--- src/rtl/arb_req_tracker.sv ---
`default_nettype none
// ============================================================================
// Module      : arb_req_tracker
// Description : Per-client pending-request tracker sitting in front of a
//               fixed-priority arbiter. Each client owns a saturating counter
//               of outstanding one-cycle strobes. req is asserted while the
//               count is non-zero. An accepted grant retires one request.
//               Lost strobes and, optionally, illegal grants raise sticky
//               error flags.
// Options     : define ARB_REQ_TRACKER_GRANT_CHECK_EN to enable grant_err
//               checking (multi-hot grant, or grant to a non-requesting
//               client). When undefined, grant_err is tied low.
// Revision    : 1.0 - initial release
// ============================================================================
module arb_req_tracker #(
  parameter int WIDTH = 4,
  parameter int CNT_W = 2
) (
  input  logic             clk,
  input  logic             rst,
  input  logic [WIDTH-1:0] req_pulse,
  output logic [WIDTH-1:0] req,
  input  logic [WIDTH-1:0] grant,
  output logic [WIDTH-1:0] pend_full,
  output logic             drop_err,
  output logic             grant_err
);

  localparam logic [CNT_W-1:0] C_CNT_MAX = {CNT_W{1'b1}};
  localparam logic [CNT_W-1:0] C_CNT_ONE = {{(CNT_W-1){1'b0}}, 1'b1};

  logic [CNT_W-1:0] r_cnt [WIDTH];
  logic [WIDTH-1:0] w_accept;
  logic [WIDTH-1:0] w_drop;
  logic             r_drop_err;

  // A grant only counts against a client that is actually requesting, which
  // makes underflow impossible regardless of what the arbiter returns.
  assign w_accept = grant & req;

  generate
    for (genvar i = 0; i < WIDTH; i++) begin : g_client
      // Outputs come straight from registered counter state.
      assign req[i]       = (r_cnt[i] != '0);
      assign pend_full[i] = (r_cnt[i] == C_CNT_MAX);

      // A strobe is lost only when the counter is saturated and no grant
      // frees a slot in the same cycle.
      assign w_drop[i] = req_pulse[i] & ~w_accept[i] & pend_full[i];

      // Saturating up/down counter; strobe plus accepted grant cancel out.
      always_ff @(posedge clk or posedge rst) begin
        if (rst) begin
          r_cnt[i] <= '0;
        end else begin
          if (req_pulse[i] && !w_accept[i] && !pend_full[i]) begin
            r_cnt[i] <= r_cnt[i] + C_CNT_ONE;
          end else if (w_accept[i] && !req_pulse[i]) begin
            r_cnt[i] <= r_cnt[i] - C_CNT_ONE;
          end
        end
      end
    end
  endgenerate

  // Sticky record of any discarded strobe; only reset clears it.
  always_ff @(posedge clk or posedge rst) begin
    if (rst) begin
      r_drop_err <= 1'b0;
    end else if (|w_drop) begin
      r_drop_err <= 1'b1;
    end
  end

  assign drop_err = r_drop_err;

`ifdef ARB_REQ_TRACKER_GRANT_CHECK_EN
  logic             r_grant_err;
  logic             w_grant_multi;
  logic             w_grant_orphan;
  logic [WIDTH-1:0] w_grant_m1;

  // x & (x-1) clears the lowest set bit; anything left means multi-hot.
  assign w_grant_m1     = grant - {{(WIDTH-1){1'b0}}, 1'b1};
  assign w_grant_multi  = |(grant & w_grant_m1);
  assign w_grant_orphan = |(grant & ~req);

  // Sticky record of any illegal grant pattern; only reset clears it.
  always_ff @(posedge clk or posedge rst) begin
    if (rst) begin
      r_grant_err <= 1'b0;
    end else if (w_grant_multi || w_grant_orphan) begin
      r_grant_err <= 1'b1;
    end
  end

  assign grant_err = r_grant_err;
`else
  assign grant_err = 1'b0;
`endif

endmodule
`default_nettype wire
--- config.mk ---
export PLATFORM = sky130hd
export DESIGN_NAME = arb_req_tracker
export DESIGN_NICKNAME = d
export VERILOG_FILES = /design/src/rtl/arb_req_tracker.sv
export SDC_FILE = /design/constraint.sdc
export NUM_CORES = 1
export LEC_CHECK = 0
export BUFFER_PORTS_ARGS = -buffer_cell sky130_fd_sc_hd__buf_2
export CAP_MARGIN = 20
export CORE_AREA = 8 8 45 47
export CTS_BUF_LIST = sky130_fd_sc_hd__clkbuf_16
export CTS_CLUSTER_SIZE = 30
export DETAILED_ROUTE_END_ITERATION = 8
export DIE_AREA = 0 0 53 55
export HOLD_SLACK_MARGIN = 0.05
export PLACE_DENSITY_LB_ADDON = 0.05
export SYNTH_ARGS = -nofsm -noshare
export SYNTH_HDL_FRONTEND = slang
export SYNTH_SLANG_ARGS = --single-unit
--- constraint.sdc ---
create_clock -name clk -period 3.1 [get_ports clk]
set_clock_uncertainty 0.1 [all_clocks]
set_input_delay 0.62 -clock clk [delete_from_list [all_inputs] [get_ports clk]]
set_output_delay 0.62 -clock clk [all_outputs]
set_load 0.1 [all_outputs]
==> flow_metrics.tcl, run 1 <==
set metrics [dict create \
    outcome "finished, final reports clean" \
    yosysWarnings 0 \
    async_reset_ff_frac 1.000 \
    drt_wl_total_um 1149 \
    setup_violations 0 \
    rows 14 \
    hpwl_um 935.6 \
    rr_endpoint "drop_err" \
    fp.dieArea_sq_um 2915 \
    antenna_cells 0 \
    gp_congestion 0.7246 \
    core_area_sq_um 1384 \
    grt_pass1_vias 466 \
    drtIter0Drc 6 \
    max_freq_ghz 0.5001 \
    regArea_sq_um 225.2 \
    h-tree-depth 1 \
    ys_ff_latch 9 \
    hold_slack_ps 235.7 \
    die_y_um 55 \
    clock-sinks 9 \
    drc_errors 0 \
    cts_setup_buffers 0 \
    synth_area_leaders "dfrtp_1, nor2b_4, a2bb2oi_2" \
    layout-drive-gt1-share 0.3871 \
    initial_utilization 0.4512 \
    worstSetupStartpointType "flop" \
    reg2reg_depth 3 \
    area_delta_synth_final_pct 29.06 \
    multi_input_area_sq_um 372.9 \
    final-hold-violation-count 0 \
    ctsResizeCount 0 \
    grtUsageMet3 0.02406 \
    crit_start "r_cnt[4]" \
    clk_latency_ps 230 \
    vias 515 \
    rsz0062_at_grt "false" \
    maxCapViolations 0 \
    place_area_sq_um 726.9 \
    cts_tree "done" \
    cp_max_fo 7 \
    detail-route-antenna-nets 0 \
    gr-total-overflow 0 \
    dieWidth_um 53 \
    yosysSeqAreaShare 0.3607 \
    min_path_type "in -> async" \
    port_buffers 18 \
    clock-root-buffer "clkbuf_16" \
    fin_crit_sh 0.6450 \
    syn_area_sq_um 624.3 \
    wl_per_cell_um 10.54 \
    r2r_start "r_cnt[2]" \
    clockBufferDepth 2 \
    postSynthAreaPerCell_sq_um 8.672 \
    met2_usage 0.1328 \
    finalCriticalPeriod_ps 2000 \
    drtPass1Iterations 3 \
    clk_pin_slew_worst_paths_ps 40 \
    cts_hold_buf 0 \
    cts_made_buffers 3 \
    fin_area_sq_um 805.8 \
    crit_path_end_kind "output pin" \
    avgViaCountPerCell 4.725 \
    grt_use_total 0.08274 \
    antenna_found_initial 0 \
    nets 104 \
    synthCells 72 \
    tns_ps 0 \
    ys_types 18 \
    use_met1 0.1045 \
    synth.most_common_cell "nor2_1" \
    synth_edf_count 0 \
    grt.busiest_layer "met2" \
    synth_fp_nets 82 \
    grt_pass1_wl_um 1869 \
    synth_top_cell_by_area "dfrtp_1" \
    timing.critical_path.arrival_ps 1280 \
    ios 20 \
    crit_type "reg -> out" \
    fillerInstances 135 \
    grt_max_degree 10 \
    drv_slew 0 \
    synth_flop_cell "dfrtp_1" \
    synth_top_cell_area_share 0.3607 \
    yosys-top-cells-count "nor2_1, dfrtp_1, a21oi_1" \
    r2r_slack_ps 1970 \
    cp.required_ps 2380 \
]
==> cell usage in the layout, fill, tap and decap left out, types with 3 or more instances in the layout <==
cell type	Yosys	layout
nand2b_1	4	4
or2_2	4	4
nand2_1	5	5
a2bb2oi_2	3	3
inv_1	5	6
dfrtp_1	9	9
buf_2	0	18
clkbuf_16	0	3
nor2_1	12	12
a21oi_1	6	6
and2_1	3	3
o211ai_1	4	4
nor2b_4	4	4
a21oi_2	3	3
nand3_1	5	5
==> area by class of cell <==
| class | count | share of cell area |
|---|---|---|
| Multi-Input combinational cell | 57 | 0.4627 |
| Sequential cell | 9 | 0.2795 |
| Timing Repair Buffer | 18 | 0.1118 |
| Clock buffer | 3 | 0.09317 |
| Tap cell | 16 | 0.02484 |
| Inverter | 5 | 0.02329 |
| Clock inverter | 1 | 0.004658 |
==> metrics by stage <==
step / setup slack (ps) / cells / util
final: 1100 / 109 / 0.5823
after global routing: 1048 / 109 / 0.5823
after CTS: 1103 / 109 / 0.5823
after detailed placement: 1348 / 105 / 0.5253
after global placement: 1347 / 105 / 0.5253
after floorplan: 1184 / 72 / -
==> flip-flops by register name (all words and copies together) (netlist names) <==
register,flops
drop_err,1
r_cnt,8
==> how the worst max path moves through the flow <==
stage	endpoint	slack [ps]	depth (start not counted)
final	pend_full[1]	1100	2
after global routing	pend_full[3]	1050	2
after CTS	pend_full[3]	1100	2
after detailed placement	pend_full[3]	1350	2
after global placement	pend_full[3]	1350	2
after floorplan	pend_full[1]	1180	1
==> worst max-delay path, cell delays in order, from the launching register on <==
cell	delay (ps)
dfrtp_1	440
and2_1	180
buf_2	430
==> metal layers <==
metal  wire length, um  part of all wire  up-vias
li1                  -                 -      285
met1               547              0.48      218
met2               540              0.47       10
met3                52             0.045        2
met4                10            0.0087        0
met5                 0                 0        -
==> cells by family (layout without fill, tap and decap cells) <==
group                  count (synthesis)  after routing  synth area share
AND/OR/NAND/NOR                       38             38            0.3547
AO/OA/AOI/OAI                         18             18            0.2365
flip-flops                             9              9            0.3607
buffers and inverters                  6             27           0.04209
other                                  1              1          0.006006
Power of run 1 is not shown: default switching activity piles up to over one toggle a cycle in this logic, so the estimate is an artifact.
==> inputs of run 2 (changes only) <==
--- a/config.mk
+++ b/config.mk
@@ -7,11 +7,11 @@
 export LEC_CHECK = 0
 export BUFFER_PORTS_ARGS = -buffer_cell sky130_fd_sc_hd__buf_2
 export CAP_MARGIN = 20
-export CORE_AREA = 8 8 45 47
+export CORE_MARGIN = 8
+export CORE_UTILIZATION = 43
 export CTS_BUF_LIST = sky130_fd_sc_hd__clkbuf_16
 export CTS_CLUSTER_SIZE = 30
 export DETAILED_ROUTE_END_ITERATION = 8
-export DIE_AREA = 0 0 53 55
 export HOLD_SLACK_MARGIN = 0.05
 export PLACE_DENSITY_LB_ADDON = 0.05
 export SYNTH_ARGS = -nofsm -noshare
==> constraint.sdc (replaced) <==
create_clock -name clk -period 1.7 [get_ports clk]
set_clock_uncertainty 0.1 [all_clocks]
set_input_delay 0.34 -clock clk [delete_from_list [all_inputs] [get_ports clk]]
set_output_delay 0.34 -clock clk [all_outputs]
set_load 0.1 [all_outputs]
==> flow_metrics.tcl, run 2 (synthesis gave the netlist of run 1 again) <==
set metrics [dict create \
    outcome "finished, final reports clean" \
    grt_pass1_vias 559 \
    hp-start "grant[3]" \
    layout_common_cells "nor2_1, buf_2, dfrtp_1, a21oi_1, inv_1" \
    rsz0062_at_grt "false" \
    placed_cells 104 \
    clock-sinks 9 \
    dieWidth_um 54.11 \
    vias 551 \
    maxCapViolations 0 \
    antenna_cells 0 \
    max_stage_delay_ps 420 \
    crit_family "flip-flops" \
    crit_type "reg -> out" \
    grt_max_degree 10 \
    grt_pass1_wl_um 2166 \
    fillerInstances 111 \
    core_area_sq_um 1334 \
    drv_slew 0 \
    fin_crit_sh 0.9667 \
    layout-drive-gt1-share 0.3830 \
    holdPathEnd "drop_err" \
    fp.dieArea_sq_um 2927 \
    drc_errors 0 \
    cts_tree "done" \
    drt_wl_total_um 1305 \
    final-hold-violation-count 0 \
    cts_made_buffers 3 \
    reg2reg_depth 3 \
    antenna_found_initial 0 \
    die_y_um 54.11 \
    path_depth 2 \
    area_delta_synth_final_pct 41.68 \
    clk_latency_ps 230 \
    crit_buf_inv 1 \
    avgViaCountPerCell 5.055 \
    timing.critical_path.arrival_ps 1200 \
    drtPass1Iterations 4 \
    largest_register "r_cnt" \
    hpwl_um 998.1 \
    rows 13 \
    min_path_type "in -> reg" \
    hold_depth 4 \
    cts_setup_buffers 0 \
    gr-total-overflow 0 \
    max_freq_ghz 0.6085 \
    crit_path_end_kind "output pin" \
    clock-root-buffer "clkbuf_16" \
    largest_register_ffs 8 \
    tns_ps 0 \
    cp_max_fo 6 \
    port_buffers 18 \
    nets 105 \
    finalCriticalPeriod_ps 1643 \
    wl_per_cell_um 11.97 \
    cp.required_ps 1260 \
    detail-route-antenna-nets 0 \
    worstSetupStartpointType "flop" \
    final_cells 109 \
    h-tree-depth 1 \
    clockBufferDepth 2 \
    clk_pin_slew_worst_paths_ps 40 \
    initial_utilization 0.4681 \
    final_common_cell "nor2_1" \
    slowest_stage "dfrtp_1" \
    r2r_slack_ps 560 \
    grt_use_total 0.09807 \
    path_cells "or2_2 > buf_4" \
    gp_congestion 0.7551 \
    rr_endpoint "drop_err" \
    ios 20 \
    drtIter0Drc 9 \
    setup_violations 0 \
    r2r_start "r_cnt[6]" \
]
==> run 2: changes by cell type in the layout (fill, tap and decap cells not counted) <==
cell and delta:
dlygate4sd3_1 +1, buf_4 +4, buf_12 +4, buf_2 -8
==> run 2: routing by layer <==
metal	GRT usage	share of wire
met5	0	0
met3	0.04959	0.079
met2	0.1776	0.52
met1	0.1022	0.40
met4	0.01230	0
==> run 2: worst max-delay path by stage <==
stage / start / end
floorplan: r_cnt[4] / pend_full[1]
global placement: r_cnt[1] / req[3]
detailed placement: r_cnt[1] / req[3]
CTS: r_cnt[4] / req[1]
global route: r_cnt[7] / req[0]
finish: r_cnt[1] / req[3]
==> run 2: through the flow <==
step | instance area (sq um) | setup slack, ps | utilization | hold WS, ps
after global placement | 785.8 | 250.7 | 0.5891 | 214.1
final | 884.6 | 56.62 | 0.6632 | 359.9
after CTS | 877.1 | 0.3649 | 0.6576 | 357.2
after detailed placement | 785.8 | 245.7 | 0.5891 | 214.7
after global routing | 884.6 | 11.89 | 0.6632 | 383.0
after floorplan | 624.3 | 64.49 | - | 67.92
==> run 2: final cells by class <==
| type | count | area [sq um] | share of cell area |
|---|---|---|---|
| Inverter | 5 | 18.77 | 0.02122 |
| Clock inverter | 1 | 3.754 | 0.004243 |
| Clock buffer | 3 | 75.07 | 0.08487 |
| Multi-Input combinational cell | 57 | 372.9 | 0.4215 |
| Tap cell | 15 | 18.77 | 0.02122 |
| Timing Repair Buffer | 19 | 170.2 | 0.1924 |
| Sequential cell | 9 | 225.2 | 0.2546 |
==> run 2: worst min-delay path, cell delays in order <==
cell     delay [ps]
buf_2           130
nor2b_4          60
nand2_1          50
nand3_1          60
==> run 2: repair_timing <==
action,in CTS,in global routing
resized for setup,1,6
endpoints found under the setup margin,1,3
gates cloned,0,0
endpoints found under the hold margin,9,0
hold buffers,1,0
Power of run 2 is left out for the same reason.
